$ cat src/rtl/cgra_fu_pkg.sv
// ---------------------------------------------------------------------------
// cgra_fu_pkg
// Shared definitions for the CGRA tile functional units.
//   - Adder mode encodings carried in the low bits of the operation word.
//   - Field positions inside the 16-bit config_in operation word.
//   - Small helper functions for decoding the operation word.
// ---------------------------------------------------------------------------
package cgra_fu_pkg;

    // Adder mode encodings (config_in[1:0])
    localparam logic [1:0] ADD_4X16 = 2'd0;  // four independent 16-bit adds
    localparam logic [1:0] ADD_2X32 = 2'd1;  // two 32-bit adds
    localparam logic [1:0] ADD_1X64 = 2'd3;  // one 64-bit add

    // Operation word layout
    localparam int CONFIG_W      = 16;
    localparam int ADDER_CFG_LSB = 0;
    localparam int ADDER_CFG_W   = 2;
    localparam int DEST_LSB      = 2;
    localparam int DEST_W        = 4;

    // True for the three encodings that describe a real operation.
    function automatic logic adder_mode_valid(input logic [ADDER_CFG_W-1:0] mode);
        logic ok;
        case (mode)
            ADD_4X16: ok = 1'b1;
            ADD_2X32: ok = 1'b1;
            ADD_1X64: ok = 1'b1;
            default:  ok = 1'b0;
        endcase
        return ok;
    endfunction

    // Whether the carry out of lane (lane_idx-1) feeds lane lane_idx.
    // Lane 0 never receives a carry; a 2x32 add pairs lanes {1,0}, {3,2}, ...
    function automatic logic adder_link_en(input logic [ADDER_CFG_W-1:0] mode,
                                           input int                     lane_idx);
        logic en;
        if (lane_idx == 0) begin
            en = 1'b0;
        end else begin
            case (mode)
                ADD_4X16: en = 1'b0;
                ADD_2X32: en = ((lane_idx % 2) == 1);
                ADD_1X64: en = 1'b1;
                default:  en = 1'b0;
            endcase
        end
        return en;
    endfunction

endpackage : cgra_fu_pkg

$ cat src/rtl/adder_lane.sv
// ---------------------------------------------------------------------------
// adder_lane
// One width-bit lane of the SIMD adder: sum = a + b + cin, with carry out.
// Purely combinational; the parent decides whether cin is connected to the
// neighbouring lane's carry or tied off.
//
// Ports
//   i_a, i_b : lane operands
//   i_cin    : carry into the lane
//   o_sum    : lane sum, modulo 2^width
//   o_cout   : carry out of the lane
// ---------------------------------------------------------------------------
module adder_lane #(
    parameter int width = 16
) (
    input  logic [width-1:0] i_a,
    input  logic [width-1:0] i_b,
    input  logic             i_cin,
    output logic [width-1:0] o_sum,
    output logic             o_cout
);

    logic [width:0] w_full;

    // Widen by one bit so the carry out falls into the MSB.
    assign w_full = {1'b0, i_a} + {1'b0, i_b} + {{width{1'b0}}, i_cin};
    assign o_sum  = w_full[width-1:0];
    assign o_cout = w_full[width];

endmodule : adder_lane

$ cat src/rtl/cgra_adder_fu.sv
// ---------------------------------------------------------------------------
// cgra_adder_fu
// Configurable SIMD adder for the CGRA tile datapath. Two operands of
// num_inputs lanes each are added as 4x16, 2x32 or 1x64 depending on the
// operation word. Results, the routing tag and a valid strobe are registered
// (one cycle latency).
//
// Ports
//   clk       : rising-edge clock
//   reset     : asynchronous, active-low reset
//   inputs    : operand lanes; A lane i = inputs[i], B lane i = inputs[i+num_inputs]
//   on_off    : issue enable, one operation per edge while high
//   config_in : [1:0] adder mode, [5:2] dest_info, [15:6] reserved
//   outputs   : registered result lanes, lane 0 least significant
//   dest_info : registered routing tag of the result on outputs
//   ack       : registered result-valid level
// ---------------------------------------------------------------------------
module cgra_adder_fu
    import cgra_fu_pkg::*;
#(
    parameter int width      = 16,
    parameter int num_inputs = 4
) (
    input  logic                 clk,
    input  logic                 reset,
    input  logic [width-1:0]     inputs    [2*num_inputs],
    input  logic                 on_off,
    input  logic [CONFIG_W-1:0]  config_in,
    output logic [width-1:0]     outputs   [num_inputs],
    output logic [DEST_W-1:0]    dest_info,
    output logic                 ack
);

    // ---------------------------------------------------------------------
    // Operation word decode
    // ---------------------------------------------------------------------
    logic [ADDER_CFG_W-1:0] w_mode;
    logic [DEST_W-1:0]      w_dest;
    logic                   w_mode_ok;
    logic [num_inputs-1:0]  w_link_en;
    logic [width-1:0]       w_sum [num_inputs];

    assign w_mode    = config_in[ADDER_CFG_LSB +: ADDER_CFG_W];
    assign w_dest    = config_in[DEST_LSB +: DEST_W];
    assign w_mode_ok = adder_mode_valid(w_mode);

    // Per-boundary carry enable, derived only from the current mode so a
    // result never mixes two modes.
    always_comb begin
        w_link_en = '0;
        for (int i = 0; i < num_inputs; i++) begin
            w_link_en[i] = adder_link_en(w_mode, i);
        end
    end

    // ---------------------------------------------------------------------
    // Lane adders. Each generate block owns its carry out so the ripple
    // between lanes is a chain of distinct nets rather than one vector.
    // ---------------------------------------------------------------------
    for (genvar g = 0; g < num_inputs; g++) begin : g_lane
        logic w_cin;
        logic w_cout;

        if (g == 0) begin : g_first
            assign w_cin = 1'b0;
        end else begin : g_rest
            assign w_cin = w_link_en[g] & g_lane[g-1].w_cout;
        end

        adder_lane #(
            .width (width)
        ) u_lane (
            .i_a    (inputs[g]),
            .i_b    (inputs[g+num_inputs]),
            .i_cin  (w_cin),
            .o_sum  (w_sum[g]),
            .o_cout (w_cout)
        );
    end

    // Reserved config bits, the always-zero lane-0 link and the carry out of
    // the top lane have no destination.
    logic w_unused_bits;
    assign w_unused_bits = ^{config_in[CONFIG_W-1:DEST_LSB+DEST_W],
                             w_link_en[0],
                             g_lane[num_inputs-1].w_cout};

    // ---------------------------------------------------------------------
    // Output registers
    // ---------------------------------------------------------------------
    logic [width-1:0]  r_outputs [num_inputs];
    logic [DEST_W-1:0] r_dest;
    logic              r_ack;

    // Result, tag and valid capture: valid issue loads, invalid issue clears,
    // idle holds data and drops ack.
    always_ff @(posedge clk or negedge reset) begin
        if (!reset) begin
            for (int i = 0; i < num_inputs; i++) begin
                r_outputs[i] <= {width{1'b0}};
            end
            r_dest <= {DEST_W{1'b0}};
            r_ack  <= 1'b0;
        end else if (on_off) begin
            if (w_mode_ok) begin
                for (int i = 0; i < num_inputs; i++) begin
                    r_outputs[i] <= w_sum[i];
                end
                r_dest <= w_dest;
                r_ack  <= 1'b1;
            end else begin
                for (int i = 0; i < num_inputs; i++) begin
                    r_outputs[i] <= {width{1'b0}};
                end
                r_dest <= {DEST_W{1'b0}};
                r_ack  <= 1'b0;
            end
        end else begin
            r_ack <= 1'b0;
        end
    end

    assign outputs   = r_outputs;
    assign dest_info = r_dest;
    assign ack       = r_ack;

endmodule : cgra_adder_fu

$ cat config.mk
export PLATFORM = sky130hd
export DESIGN_NAME = cgra_adder_fu
export DESIGN_NICKNAME = d
export VERILOG_FILES = /design/src/rtl/cgra_fu_pkg.sv /design/src/rtl/adder_lane.sv /design/src/rtl/cgra_adder_fu.sv
export SDC_FILE = /design/constraint.sdc
export NUM_CORES = 1
export LEC_CHECK = 0
export CORE_MARGIN = 2
export CORE_UTILIZATION = 40
export DETAILED_ROUTE_END_ITERATION = 7
export PLACE_DENSITY = 0.83
export SLEW_MARGIN = 0
export SYNTH_ARGS = -nofsm -noshare
export SYNTH_HDL_FRONTEND = slang
export SYNTH_SLANG_ARGS = --single-unit
export TNS_END_PERCENT = 10
$ cat constraint.sdc
create_clock -name clk -period 2.45 [get_ports clk]
set_clock_uncertainty 0.15 [all_clocks]
set_input_delay 0.6125 -clock clk [delete_from_list [all_inputs] [get_ports clk]]
set_output_delay 0.6125 -clock clk [all_outputs]
set_load 0.02 [all_outputs]
== Yosys cells after proc, flatten, opt, wreduce, memory -nomap -nowiden ==
Cells that the tools add are included.
Word-level totals
  register bits after elaboration: 69
  bits in latches: 0
  memory bits (writable): 0
  bits in read-only memories: 0
  input port bits: 147
  output and inout bits: 69
  word-level logic and storage cells: 28
  memories kept: 0
Operators by class
  add/subtract/negate cells: 7
  multipliers: 0
  divide/modulo/power cells: 0
  $lt $le $gt $ge: 0
  equality and inequality tests: 2
  shift operators: 0
  muxes and demuxes: 7
  bitwise gates (word level): 3
  reductions and logical operators: 3
Operators by type and width (number)
  $mux 64: 1
  $add 16x16->17: 3
  $add 17x1->17: 2
  $add 16x1->16: 1
  $add 16x16->16: 1
  $mux 1: 5
  $mux 4: 1
  $and 1x1->1: 3
  $reduce_or 3->1: 1
  $eq 2x1->1 const B: 1
  $eq 2x2->1 const B: 1
  $logic_not 2->1: 1
  $reduce_or 2->1: 1

== Logic depth before layout (Yosys ltp) ==
Gate-level depths: netlist of run 1.
  depth in word-level cells: 10
  gate-level depth with buffers: 33
  depth with buffers taken out: 33

== Cells and area by module ==
Synthesis of run 1 repeated with hierarchy kept, for this count alone.
Second synthesis, totals
  cell total of the unflattened synthesis: 675
  area, all modules: 5921.9 um^2
By module, submodules not included
  cgra_adder_fu: instances 1, cells each 302, area each 2890.3 um^2
  adder_lane (g_lane[0].u_lane ...): instances 3, cells each 89, area each 733.2 um^2
  adder_lane (g_lane[3].u_lane): instances 1, cells each 106, area each 832.0 um^2

== Worst setup path before layout of run 1 ==
No wires, ideal clock.
  path type: input -> register
  start: in inputs[48] (netlist name)
  end: reg r_outputs, in the netlist outputs[12]
  arrival time: 7.223 ns
  data required time: 2.151 ns
  slack: -5.072 ns
  cell stages on the path: 33
  path buffers: 0
  cell sequence: ha_1 -> inv_1 -> fa_1 -> nor2b_1 -> o31ai_1 -> a21oi_1 -> a21oi_1 -> o21ai_0 -> o211ai_1 -> fa_1 -> fa_1 -> nand2b_1 -> a21oi_1 -> o311ai_1 -> o211ai_1 -> a211o_1 -> o2111ai_1 -> fa_1 -> fa_1 -> nor2b_1 -> o31a_2 -> o21a_2 -> a221oi_2 -> o21ai_0 -> nand2_1 -> fa_1 -> fa_1 -> nand2b_1 -> a21oi_1 -> o31ai_1 -> a21oi_1 -> mux2i_1 -> o311ai_0
On the way
  longest elaborated chain between the ends: 8
RTL lines
  from (decl): RTL line cgra_adder_fu.sv:26  | input logic [width-1:0] inputs [2*num_inputs],
  $add 16x16->17: RTL line adder_lane.sv:26  | assign w_full = {1'b0, i_a} + {1'b0, i_b} + {{width{1'b0}}, i_cin};
  $and 1x1->1: RTL line cgra_adder_fu.sv:67  | assign w_cin = w_link_en[g] & g_lane[g-1].w_cout;
  $add 17x1->17: RTL line adder_lane.sv:26
  $and 1x1->1: RTL line cgra_adder_fu.sv:67
  $add 17x1->17: RTL line adder_lane.sv:26
  $and 1x1->1: RTL line cgra_adder_fu.sv:67
  $add 16x1->16: RTL line adder_lane.sv:26
  $mux 64: RTL line cgra_adder_fu.sv:105  | if (w_mode_ok) begin
  to (signal, indexed assignment): RTL line cgra_adder_fu.sv:100  | r_outputs[i] <= {width{1'b0}};
  to (signal, indexed assignment): RTL line cgra_adder_fu.sv:107  | r_outputs[i] <= w_sum[i];
  to (signal, indexed assignment): RTL line cgra_adder_fu.sv:113  | r_outputs[i] <= {width{1'b0}};
  to (decl): RTL line cgra_adder_fu.sv:91  | logic [width-1:0] r_outputs [num_inputs];
No other way between the ends.
A chain may end at the register's enable or synchronous reset.

== Worst setup path in the final report of run 1 ==
Same ends and word-level chain as after synthesis.

==> summary.md, run 1 <==
| Metric | Value |
|---|---|
| Fin. Hold Viols | `0` |
| Critical Path Max Stage Delay | `0.38 ns` |
| Mapped cell area | `5560 sq um` |
| Gp weighted congestion | `0.953` |
| Crit Path Max Fanout | `4` |
| CP Launch Point | `inputs[48]` |
| Finished layout cell area | `9740 sq um` |
| Failing checks | `negative setup slack` |
| CTS root buf | `clkbuf_16` |
| Via density | `5.58` |
| Peak supply drop | `379 uV` |
| Flops & latches, synth | `69` |
| Period utilisation layout | `280%` |
| CTS tree | `yes` |
| Synth cell types | `55` |
| Final worst slack | `-4.42 ns` |
| Cells after synthesis | `605` |
| Via count | `6463` |
| Worst-Margin Slew | `0.449 ns` |
| Total congestion overflow | `0` |
| Die Wd | `122 um` |
| DPL Wire Length | `15900 um` |
| Storage cell area | `1730 sq um` |
| FF-to-FF End | `outputs[47]` |
| End of the critical path | `outputs[12]` |
| Final Setup Violations | `50` |
| Clock sink count | `69` |
| Final WL | `20600 um` |
| Post-route DRC | `0` |
| Detail Route Antenna Nets | `0` |
| Final #Nets | `1188` |
| # diodes | `0` |
| Clock Pin Slew Worst Setup and Hold Paths | `0.06 ns` |
| Layout area overhead | `75.0%` |
| RSZ-0062 raised after global routing | `true` |
| Num rows | `43` |
| Async SR Flop Fraction | `100%` |
| Slowest CP cell | `fa_2` |
| Fmax | `146 MHz` |
| FILL cells | `1045` |
| Share of cells above drive strength 1 | `26.7%` |
| Die area | `14900 sq um` |
| Gr usage total | `27.7%` |
| I/O Buffers | `205` |
| Maximum capacitance violations | `0` |
| Ys flop type | `dfrtp_1` |
| Max_slew headroom | `70.1%` |
| CP Launch Type | `input port` |
| Crit-path most repeated cell | `fa_2` |
| Register area share after synthesis | `31.0%` |
| Crit Path Class | `input port to flop` |
| Vias in the first global route | `6724` |
| DP Area | `9160 sq um` |
| Iteration-0 DRC Markers | `495` |
| PD cells | `526 nW/um^2` |
| Syn Area/Cell | `9.20 sq um` |
| Clock Latency Late Sink | `0.33 ns` |
| Post-synth EDFFs | `0` |
| Io pins | `216` |
| Yosys warning total | `0` |
| Most frequent cells in the layout | `clkdlybuf4s50_1 (184), buf_4 (175), dfrtp_1 (69), ha_1 (50), a22o_1 (36)` |
| Commonest non-fill, non-tap cell in the layout | `clkdlybuf4s50_1` |
| Inserted Clock Buffers | `9` |
| Core ar. | `13700 sq um` |
| Routed len/inst | `17.8 um` |
| Worst r2r src | `outputs[47]` |
| First-pass GRT wire length | `32400 um` |
| Worst Setup End Kind | `flop` |
| Min Tclk post-route | `6.87 ns` |
| DIE HEIGHT | `122 um` |
| Outcome | `finished with violations` |
| R2r worst-path depth | `2` |
| Setup slack, reg-to-reg | `1.46 ns` |
| First-pass DRT Iterations | `5` |
| Core Util, Final | `71.0%` |
| Area of the multi-input gates | `4010 sq um` |
| Clock tree buffer depth | `2` |
| Initial antenna violation count | `0` |
| Largest net degree at the start of global routing | `40` |
| Leak pwr | `4.40 nW` |
| H-tree level count | `3` |
| Initial Util | `40.6%` |
| Worst Path Required | `2.51 ns` |
| Critical Path AT | `6.93 ns` |
| Final Max Slew Viols | `0` |
| Syn_nets | `819` |
| Hold Crit Class | `input port to async pin` |
state kept, by name, summed over array words and instances, names as in the netlist:
name / flops
outputs: 64
dest_info: 4
ack: 1
worst max-delay path: cells and delay by family:
kind            cells  cell delay (ns)
compound gates     18             2.60
mux                 1             0.19
buf+inv             2             0.12
simple gates        5             0.74
fa+ha+maj           8             2.67
through the flow:
stage | power [mW] | hold slack (ns) | std cells | TNS [ns] | setup slack [ns]
floorplan | 2.57 | 0.167 | 605 | -126.26 | -4.51
global placement | 3.75 | 0.317 | 1131 | -170.05 | -5.32
CTS | 5.09 | 0.0794 | 1156 | -122.10 | -4.37
finish | 5.12 | 0.0706 | 1159 | -124.77 | -4.42
global route | 5.38 | 0.106 | 1159 | -134.56 | -4.70
detailed placement | 3.80 | 0.323 | 1131 | -178.35 | -5.58
per-layer routing:
layer  GRT usage, %  routed length (um)
met3           3.37                1080
met1           32.8                8230
met4           11.3                 582
met5              0                   0
met2           50.4               10700
power by group:
part           switching (mW)  internal [mW]  leakage (nW)  total (mW)
Combinational            1.14           1.31          3.40        2.45
Clock                   0.502          0.710         0.136        1.21
Sequential              0.133           1.33         0.864        1.46
Total                    1.77           3.35          4.40        5.12
cell families after synthesis:
logic type | synth area share, %
compound gates | 31.1
xor+xnor | 5.04
fa+ha+maj | 16.0
buf+inv | 3.44
flops | 31.0
mux | 0.540
simple gates | 12.9
worst min path at each step:
| stage | cells after the start | endpoint | startpoint |
|---|---|---|---|
| 6_report | 1 | outputs[50] | reset |
| 5_1_grt | 1 | outputs[59] | reset |
| 4_1_cts | 1 | outputs[59] | reset |
| 3_5_place_dp | 1 | outputs[32] | outputs[32] |
| 3_3_place_gp | 1 | outputs[20] | outputs[20] |
| 2_1_floorplan | 0 | ack | reset |
timing repair:
action                                  4_1_cts  5_1_grt
hold buffers                                  0        0
gates resized for setup                      71        9
endpoints found under the setup margin       58       53
setup buffers                                 9        3
pin swaps                                    43        5
cloned                                        0        0
synth_stat cells (all sizes together), types with 7 or more instances:
library cell | number | area share (%)
dfrtp | 69 | 31
ha | 60 | 13
a21oi | 42 | 3.8
a22o | 36 | 5.7
o21ai | 36 | 3.2
nor2 | 35 | 2.4
nand2 | 29 | 2.0
inv | 26 | 1.8
xnor2 | 23 | 3.6
o21a | 22 | 3.0
clkbuf | 21 | 1.4
a21o | 17 | 2.3
nand3 | 16 | 1.4
a211oi | 13 | 1.8
nand2b | 11 | 1.2
o2bb2ai | 10 | 1.6
nand4 | 9 | 1.0
nor3 | 9 | 0.81
o31a | 9 | 1.4
xor2 | 9 | 1.4
and3 | 8 | 0.92
or3 | 8 | 0.90
a32o | 7 | 1.3
fa | 7 | 2.5
o211ai | 7 | 0.94
layout make-up:
class	count	area share [%]
Tap cell	180	2.31
Timing Repair Buffer	383	35.0
Inverter	26	1.00
Clock buffer	12	2.53
Clock inverter	4	0.244
Multi-Input combinational cell	485	41.1
Sequential cell	69	17.7
Power figures use the tool's default switching activity.
==> inputs of run 2 (changes only) <==
--- a/config.mk
+++ b/config.mk
@@ -9,6 +9,7 @@
 export CORE_UTILIZATION = 40
 export DETAILED_ROUTE_END_ITERATION = 7
 export PLACE_DENSITY = 0.83
+export REMOVE_ABC_BUFFERS = 1
 export SLEW_MARGIN = 0
 export SYNTH_ARGS = -nofsm -noshare
 export SYNTH_HDL_FRONTEND = slang
==> run 2 against run 1 <==
Effect of this change:
- the flow still finishes with violations (negative setup slack)
- register-to-register slack improved by 0.07 ns
- utilization rose by 4.0 points
- die area did not move
- hold slack got worse by 0.015 ns
- maximum frequency rose by 0.23%
- worst setup slack improved by 0.016 ns
- sequential share of layout area fell by 0.95 points
- clock-buffer cell count fell by 1
- global-route usage rose by 2.8 points
- critical endpoint is now outputs[10]
==> summary.md, run 2 (same netlist as run 1, synthesis figures left out) <==
| Metric | Value |
|---|---|
| RSZ-0062 raised after global routing | `true (unchanged)` |
| FF-to-FF End | `outputs[29] (was outputs[47])` |
| R2r worst-path depth | `2 (unchanged)` |
| Final worst slack | `-4.40 ns (was -4.42 ns)` |
| Crit Path Max Fanout | `4 (unchanged)` |
| Final Setup Violations | `52 (was 50)` |
| DIE HEIGHT | `122 um (unchanged)` |
| Commonest non-fill, non-tap cell in the layout | `buf_4 (was clkdlybuf4s50_1)` |
| Slowest CP cell | `fa_2 (unchanged)` |
| Die Wd | `122 um (unchanged)` |
| Detail Route Antenna Nets | `0 (unchanged)` |
| CTS tree | `yes (unchanged)` |
| Gp weighted congestion | `0.938 (was 0.953)` |
| Met2 Use GR | `52.2% (was 50.4%)` |
| Layout area overhead | `84.9% (was 75.0%)` |
| Worst Setup End Kind | `flop (unchanged)` |
| Post-route DRC | `0 (unchanged)` |
| H-tree level count | `3 (unchanged)` |
| Peak supply drop | `306 uV (was 379 uV)` |
| Final Max Slew Viols | `0 (unchanged)` |
| Maximum capacitance violations | `0 (unchanged)` |
| Min Tclk post-route | `6.85 ns (was 6.87 ns)` |
| Core ar. | `13700 sq um (unchanged)` |
| Worst r2r src | `outputs[29] (was outputs[47])` |
| Max FFs per register | `64 (unchanged)` |
| Vias in the first global route | `6987 (was 6724)` |
| Die area | `14900 sq um (unchanged)` |
| Final WL | `23700 um (was 20600 um)` |
| Crit-path most repeated cell | `fa_2 (unchanged)` |
| Clock tree buffer depth | `2 (unchanged)` |
| Critical Path AT | `6.93 ns (about the same)` |
| Fin. Hold Viols | `0 (unchanged)` |
| Worst-Margin Slew | `0.575 ns (was 0.449 ns)` |
| Num rows | `43 (unchanged)` |
| Failing checks | `negative setup slack (unchanged)` |
| CTS root buf | `clkbuf_16 (unchanged)` |
| Area of the multi-input gates | `4070 sq um (was 4010 sq um)` |
| First-pass GRT wire length | `35300 um (was 32400 um)` |
| # diodes | `0 (unchanged)` |
| Total power | `5.50 mW (was 5.12 mW)` |
| DP Area | `8960 sq um (was 9160 sq um)` |
| Hold Crit Class | `input port to async pin (unchanged)` |
| Finished layout cell area | `10300 sq um (was 9740 sq um)` |
| Worst hold slack | `0.0560 ns (was 0.0706 ns)` |
| GRT met3 Usage | `5.81% (was 3.37%)` |
| Core Util, Final | `75.0% (was 71.0%)` |
| Gr usage total | `30.5% (was 27.7%)` |
| Routed len/inst | `19.6 um (was 17.8 um)` |
| Storage cell area | `1730 sq um (unchanged)` |
| Share of cells above drive strength 1 | `31.2% (was 26.7%)` |
| First-pass DRT Iterations | `6 (was 5)` |
| DPL Wire Length | `14900 um (was 15900 um)` |
| Total congestion overflow | `0 (unchanged)` |
| Period utilisation layout | `280% (about the same)` |
| Critical Path Max Stage Delay | `0.39 ns (was 0.38 ns)` |
| Most frequent cells in the layout | `buf_4 (214), clkdlybuf4s50_1 (188), dfrtp_1 (69), ha_1 (52), a22o_1 (36) (was clkdlybuf4s50_1 (184), buf_4 (175), dfrtp_1 (69), ha_1 (50), a22o_1 (36))` |
| Via density | `5.73 (was 5.58)` |
| Outcome | `finished with violations (unchanged)` |
| Crit Path Class | `input port to flop (unchanged)` |
| Met1 Track Usage GR | `36.9% (was 32.8%)` |
| Fmax | `146 MHz (about the same)` |
| Clock Latency Late Sink | `0.34 ns (was 0.33 ns)` |
| Hold buffer count at cts | `0 (unchanged)` |
| Leak pwr | `4.70 nW (was 4.40 nW)` |
| Inserted Clock Buffers | `9 (unchanged)` |
| Gr busiest metal | `met2 (unchanged)` |
| Worst Path Required | `2.53 ns (was 2.51 ns)` |
| Via count | `6949 (was 6463)` |
| I/O Buffers | `205 (unchanged)` |
| Setup slack, reg-to-reg | `1.53 ns (was 1.46 ns)` |
| Largest net degree at the start of global routing | `47 (was 40)` |
| Iteration-0 DRC Markers | `598 (was 495)` |
| Initial antenna violation count | `0 (unchanged)` |
| Initial Util | `40.6% (unchanged)` |
| CP Launch Type | `input port (unchanged)` |
| FILL cells | `861 (was 1045)` |
| Clock sink count | `69 (unchanged)` |
| Final #Nets | `1241 (was 1188)` |
| Max_slew headroom | `61.6% (was 70.1%)` |
| PD cells | `534 nW/um^2 (was 526 nW/um^2)` |
| Io pins | `216 (unchanged)` |
| Clock Pin Slew Worst Setup and Hold Paths | `0.06 ns (about the same)` |
==> run 2: cell types whose count changed in the layout (fill, tap and decap cells not counted), moves of 3 or more <==
cell	previous run	this run
a211oi_1	11	7
a211oi_2	2	6
buf_4	175	214
buf_6	1	15
clkdlybuf4s50_1	184	188
dlygate4sd2_1	16	11
o21ai_1	5	9
o21ai_2	4	1
xnor2_1	23	19
xnor2_2	0	4
==> run 2: critical path, delay by kind of cell <==
kind / cells / cell delay, ns
compound gates: 18 / 2.68
xor+xnor: 1 / 0.09
fa+ha+maj: 8 / 2.72
buf+inv: 2 / 0.12
simple gates: 5 / 0.73
==> run 2: report_power, final <==
group          total [mW]  switching, mW  internal, mW  leakage, nW
Sequential           1.45          0.123          1.33        0.864
Clock                1.41          0.521         0.887        0.153
Combinational        2.63           1.22          1.41         3.68
==> run 2: layer usage <==
| metal | vias to the layer above | share of wire (%) | routed length [um] |
|---|---|---|---|
| met5 | - | 0 | 0 |
| met4 | 0 | 4.8 | 1150 |
| met3 | 114 | 8.3 | 1970 |
| met2 | 453 | 48 | 11500 |
| met1 | 3222 | 38 | 9100 |
| li1 | 3160 | - | - |
==> run 2: area by class of cell <==
cell class / count / area share [%]
Timing Repair Buffer: 436 / 37.5
Inverter: 26 / 0.973
Clock buffer: 11 / 2.26
Tap cell: 180 / 2.19
Clock inverter: 5 / 0.730
Sequential cell: 69 / 16.8
Multi-Input combinational cell: 485 / 39.5
==> run 2: worst max-delay path by stage <==
| stage | cells after the start | endpoint | from |
|---|---|---|---|
| after global routing | 34 | outputs[12] | inputs[48] |
| after floorplan | 33 | outputs[12] | inputs[48] |
| after detailed placement | 34 | outputs[12] | inputs[112] |
| after CTS | 35 | outputs[6] | inputs[112] |
| final | 34 | outputs[10] | inputs[112] |
| after global placement | 34 | outputs[12] | inputs[112] |
==> run 2: stage by stage <==
stage	worst slack, ns	cells	setup TNS (ns)
2_1_floorplan	-5.15	580	-172.96
3_3_place_gp	-5.66	1120	-177.87
3_5_place_dp	-5.86	1120	-185.64
4_1_cts	-4.39	1198	-131.32
5_1_grt	-4.68	1212	-146.89
6_report	-4.40	1212	-136.48
==> run 2: repair_timing <==
item,4_1_cts,5_1_grt
resized for setup,98,39
pin swaps,38,42
setup buffers,62,15
endpoints found under the setup margin,58,55
==> inputs of run 3 (changes only) <==
--- a/config.mk
+++ b/config.mk
@@ -5,10 +5,10 @@
 export SDC_FILE = /design/constraint.sdc
 export NUM_CORES = 1
 export LEC_CHECK = 0
-export CORE_MARGIN = 2
 export CORE_UTILIZATION = 40
 export DETAILED_ROUTE_END_ITERATION = 7
-export PLACE_DENSITY = 0.83
+export DONT_BUFFER_PORTS = 1
+export PLACE_DENSITY = 0.63
 export REMOVE_ABC_BUFFERS = 1
 export SLEW_MARGIN = 0
 export SYNTH_ARGS = -nofsm -noshare
==> run 3 against run 2 <==
Effect of this change:
- the flow still finishes with violations (negative setup slack)
- critical path type unchanged
- final cell count decreased by 24%
- maximum frequency is 4.9% higher
- sequential power rose by 19%
- clock power down 4%
- total power shrank 17%
- critical path depth stayed put
- global-route usage fell by 6.7 points
==> summary.md, run 3 (same netlist as run 1, synthesis figures left out) <==
| Metric | Value |
|---|---|
| Outcome | `finished with violations (unchanged)` |
| Failing checks | `negative setup slack (unchanged)` |
| Detail Route Antenna Nets | `0 (unchanged)` |
| Most frequent cells in the layout | `buf_4 (145), dfrtp_1 (69), ha_1 (59), a22o_1 (36), nor2_1 (35) (was buf_4 (214), clkdlybuf4s50_1 (188), dfrtp_1 (69), ha_1 (52), a22o_1 (36))` |
| Die Wd | `120 um (was 122 um)` |
| Share of cells above drive strength 1 | `28.3% (was 31.2%)` |
| Layout area overhead | `33.4% (was 84.9%)` |
| Fin. Hold Viols | `0 (unchanged)` |
| Period utilisation layout | `267% (was 280%)` |
| First-pass DRT Iterations | `5 (was 6)` |
| Initial antenna violation count | `0 (unchanged)` |
| Final Setup Violations | `47 (was 52)` |
| Worst-Margin Slew | `0.518 ns (was 0.575 ns)` |
| Non-filler cells, final | `921 (was 1212)` |
| Die area | `14400 sq um (was 14900 sq um)` |
| Crit-path most repeated cell | `fa_2 (unchanged)` |
| First-pass GRT wire length | `26900 um (was 35300 um)` |
| Clock tree buffer depth | `2 (unchanged)` |
| # diodes | `0 (unchanged)` |
| Clock sink count | `69 (unchanged)` |
| Final WL | `17100 um (was 23700 um)` |
| Post-route DRC | `0 (unchanged)` |
| Clock Latency Late Sink | `0.33 ns (was 0.34 ns)` |
| Slowest CP cell | `fa_2 (unchanged)` |
| Routed len/inst | `18.6 um (was 19.6 um)` |
| Gr usage total | `23.8% (was 30.5%)` |
| RSZ-0062 raised after global routing | `true (unchanged)` |
| Clock Pin Slew Worst Setup and Hold Paths | `0.06 ns (about the same)` |
| Crit Path Class | `input port to flop (unchanged)` |
| Final worst slack | `-4.08 ns (was -4.40 ns)` |
| Worst Path Required | `2.52 ns (was 2.53 ns)` |
| Hold Crit Class | `input port to async pin (unchanged)` |
| Crit Path Max Fanout | `2 (was 4)` |
| I/O Buffers | `0 (was 205)` |
| Core ar. | `13400 sq um (was 13700 sq um)` |
| Vias in the first global route | `5575 (was 6987)` |
| Peak supply drop | `330 uV (was 306 uV)` |
| Leak pwr | `3.45 nW (was 4.70 nW)` |
| CP Launch Type | `input port (unchanged)` |
| CTS root buf | `clkbuf_16 (unchanged)` |
| Worst hold slack | `0.0127 ns (was 0.0560 ns)` |
| Maximum capacitance violations | `0 (unchanged)` |
| CTS tree | `yes (unchanged)` |
| Finished layout cell area | `7420 sq um (was 10300 sq um)` |
| Commonest non-fill, non-tap cell in the layout | `buf_4 (unchanged)` |
| Iteration-0 DRC Markers | `280 (was 598)` |
| Largest net degree at the start of global routing | `70 (was 47)` |
| Max FFs per register | `64 (unchanged)` |
| PD cells | `613 nW/um^2 (was 534 nW/um^2)` |
| DPL Wire Length | `12900 um (was 14900 um)` |
| Core Util, Final | `55.4% (was 75.0%)` |
| DP Area | `6720 sq um (was 8960 sq um)` |
| Initial Util | `41.5% (was 40.6%)` |
| DIE HEIGHT | `120 um (was 122 um)` |
| Worst Setup End Kind | `flop (unchanged)` |
| Io pins | `216 (unchanged)` |
| Final Max Slew Viols | `0 (unchanged)` |
| DP Cell Count | `888 (was 1120)` |
| Num rows | `42 (was 43)` |
| H-tree level count | `3 (unchanged)` |
| FILL cells | `1206 (was 861)` |
| Gp weighted congestion | `0.900 (was 0.938)` |
| Fmax | `153 MHz (was 146 MHz)` |
| Min Tclk post-route | `6.53 ns (was 6.85 ns)` |
| Final #Nets | `955 (was 1241)` |
| Via density | `5.92 (was 5.73)` |
| Max_slew headroom | `65.4% (was 61.6%)` |
| Inserted Clock Buffers | `9 (unchanged)` |
| Critical Path Max Stage Delay | `0.38 ns (was 0.39 ns)` |
| Total congestion overflow | `0 (unchanged)` |
| Critical Path AT | `6.60 ns (was 6.93 ns)` |
| Via count | `5455 (was 6949)` |
==> run 3: cell count changes in the layout (fill, tap and decap cells not counted), moves of 3 or more <==
| cell | previous run | this run |
|---|---|---|
| dlygate4sd2_1 | 11 | 0 |
| xnor2_2 | 4 | 0 |
| o21ai_0 | 25 | 28 |
| ha_1 | 52 | 59 |
| xnor2_1 | 19 | 23 |
| buf_4 | 214 | 145 |
| ha_4 | 8 | 1 |
| clkinv_2 | 3 | 0 |
| a211oi_1 | 7 | 11 |
| o21ai_1 | 9 | 4 |
| clkdlybuf4s50_1 | 188 | 0 |
| a211oi_2 | 6 | 2 |
| buf_6 | 15 | 2 |
==> run 3: worst max-delay path: cells and delay by family <==
kind                     cells  cell delay [ns]
adder cells (fa/ha/maj)      8             2.65
AO/OA/AOI/OAI               17             2.31
AND/OR/NAND/NOR              6             0.74
buffers and inverters        2             0.15
XOR/XNOR                     1             0.12
==> run 3: layer usage <==
layer	vias to the layer above	track usage [%]	share of wire [%]
li1	2577	-	-
met1	2612	29.1	42
met2	230	40.5	48
met3	36	5.09	7.2
met4	0	9.22	2.3
met5	-	0	0
==> run 3: area by class of cell <==
class	instances	area (sq um)	share of cell area [%]
Timing Repair Buffer	150	1180	15.9
Sequential cell	69	1730	23.3
Multi-Input combinational cell	485	3900	52.6
Clock buffer	14	264	3.56
Tap cell	176	220	2.97
Inverter	26	97.6	1.32
Clock inverter	1	30.0	0.405
==> run 3: final timing paths <==
check | startpoint | to | slack [ns] | cells past startpoint
min in group clk | on_off | outputs[57] | 0.22 | 1
min | reset | outputs[30] | 0.01 | 1
max in group asynchronous | reset | outputs[13] | 1.83 | 1
max | inputs[48] | outputs[6] | -4.08 | 34
min reg2reg | outputs[49] | outputs[49] | 0.48 | 1
max reg2reg | outputs[31] | outputs[31] | 1.43 | 2
==> run 3: repair_timing <==
| action | CTS | global route |
|---|---|---|
| endpoints found under the setup margin | 48 | 48 |
| hold buffers | 1 | 0 |
| cloned | 0 | 0 |
| resized for setup | 51 | 10 |
| endpoints found under the hold margin | 69 | 0 |
| setup buffers | 10 | 7 |
| pin swaps | 41 | 23 |
==> run 3: stage by stage <==
stage	setup WS [ns]	power, mW	setup TNS, ns
after floorplan	-5.15	2.53	-172.96
after CTS	-4.40	4.53	-121.32
after global placement	-5.25	3.02	-148.99
after global routing	-4.41	4.79	-123.70
final	-4.08	4.55	-112.48
after detailed placement	-5.49	3.05	-155.00
==> run 3: report_power, final <==
part           total (mW)  internal (mW)  switching, mW
sequential           1.73           1.33          0.400
clock                1.35          0.841          0.512
combinational        1.47          0.762          0.709
total                4.55           2.93           1.62
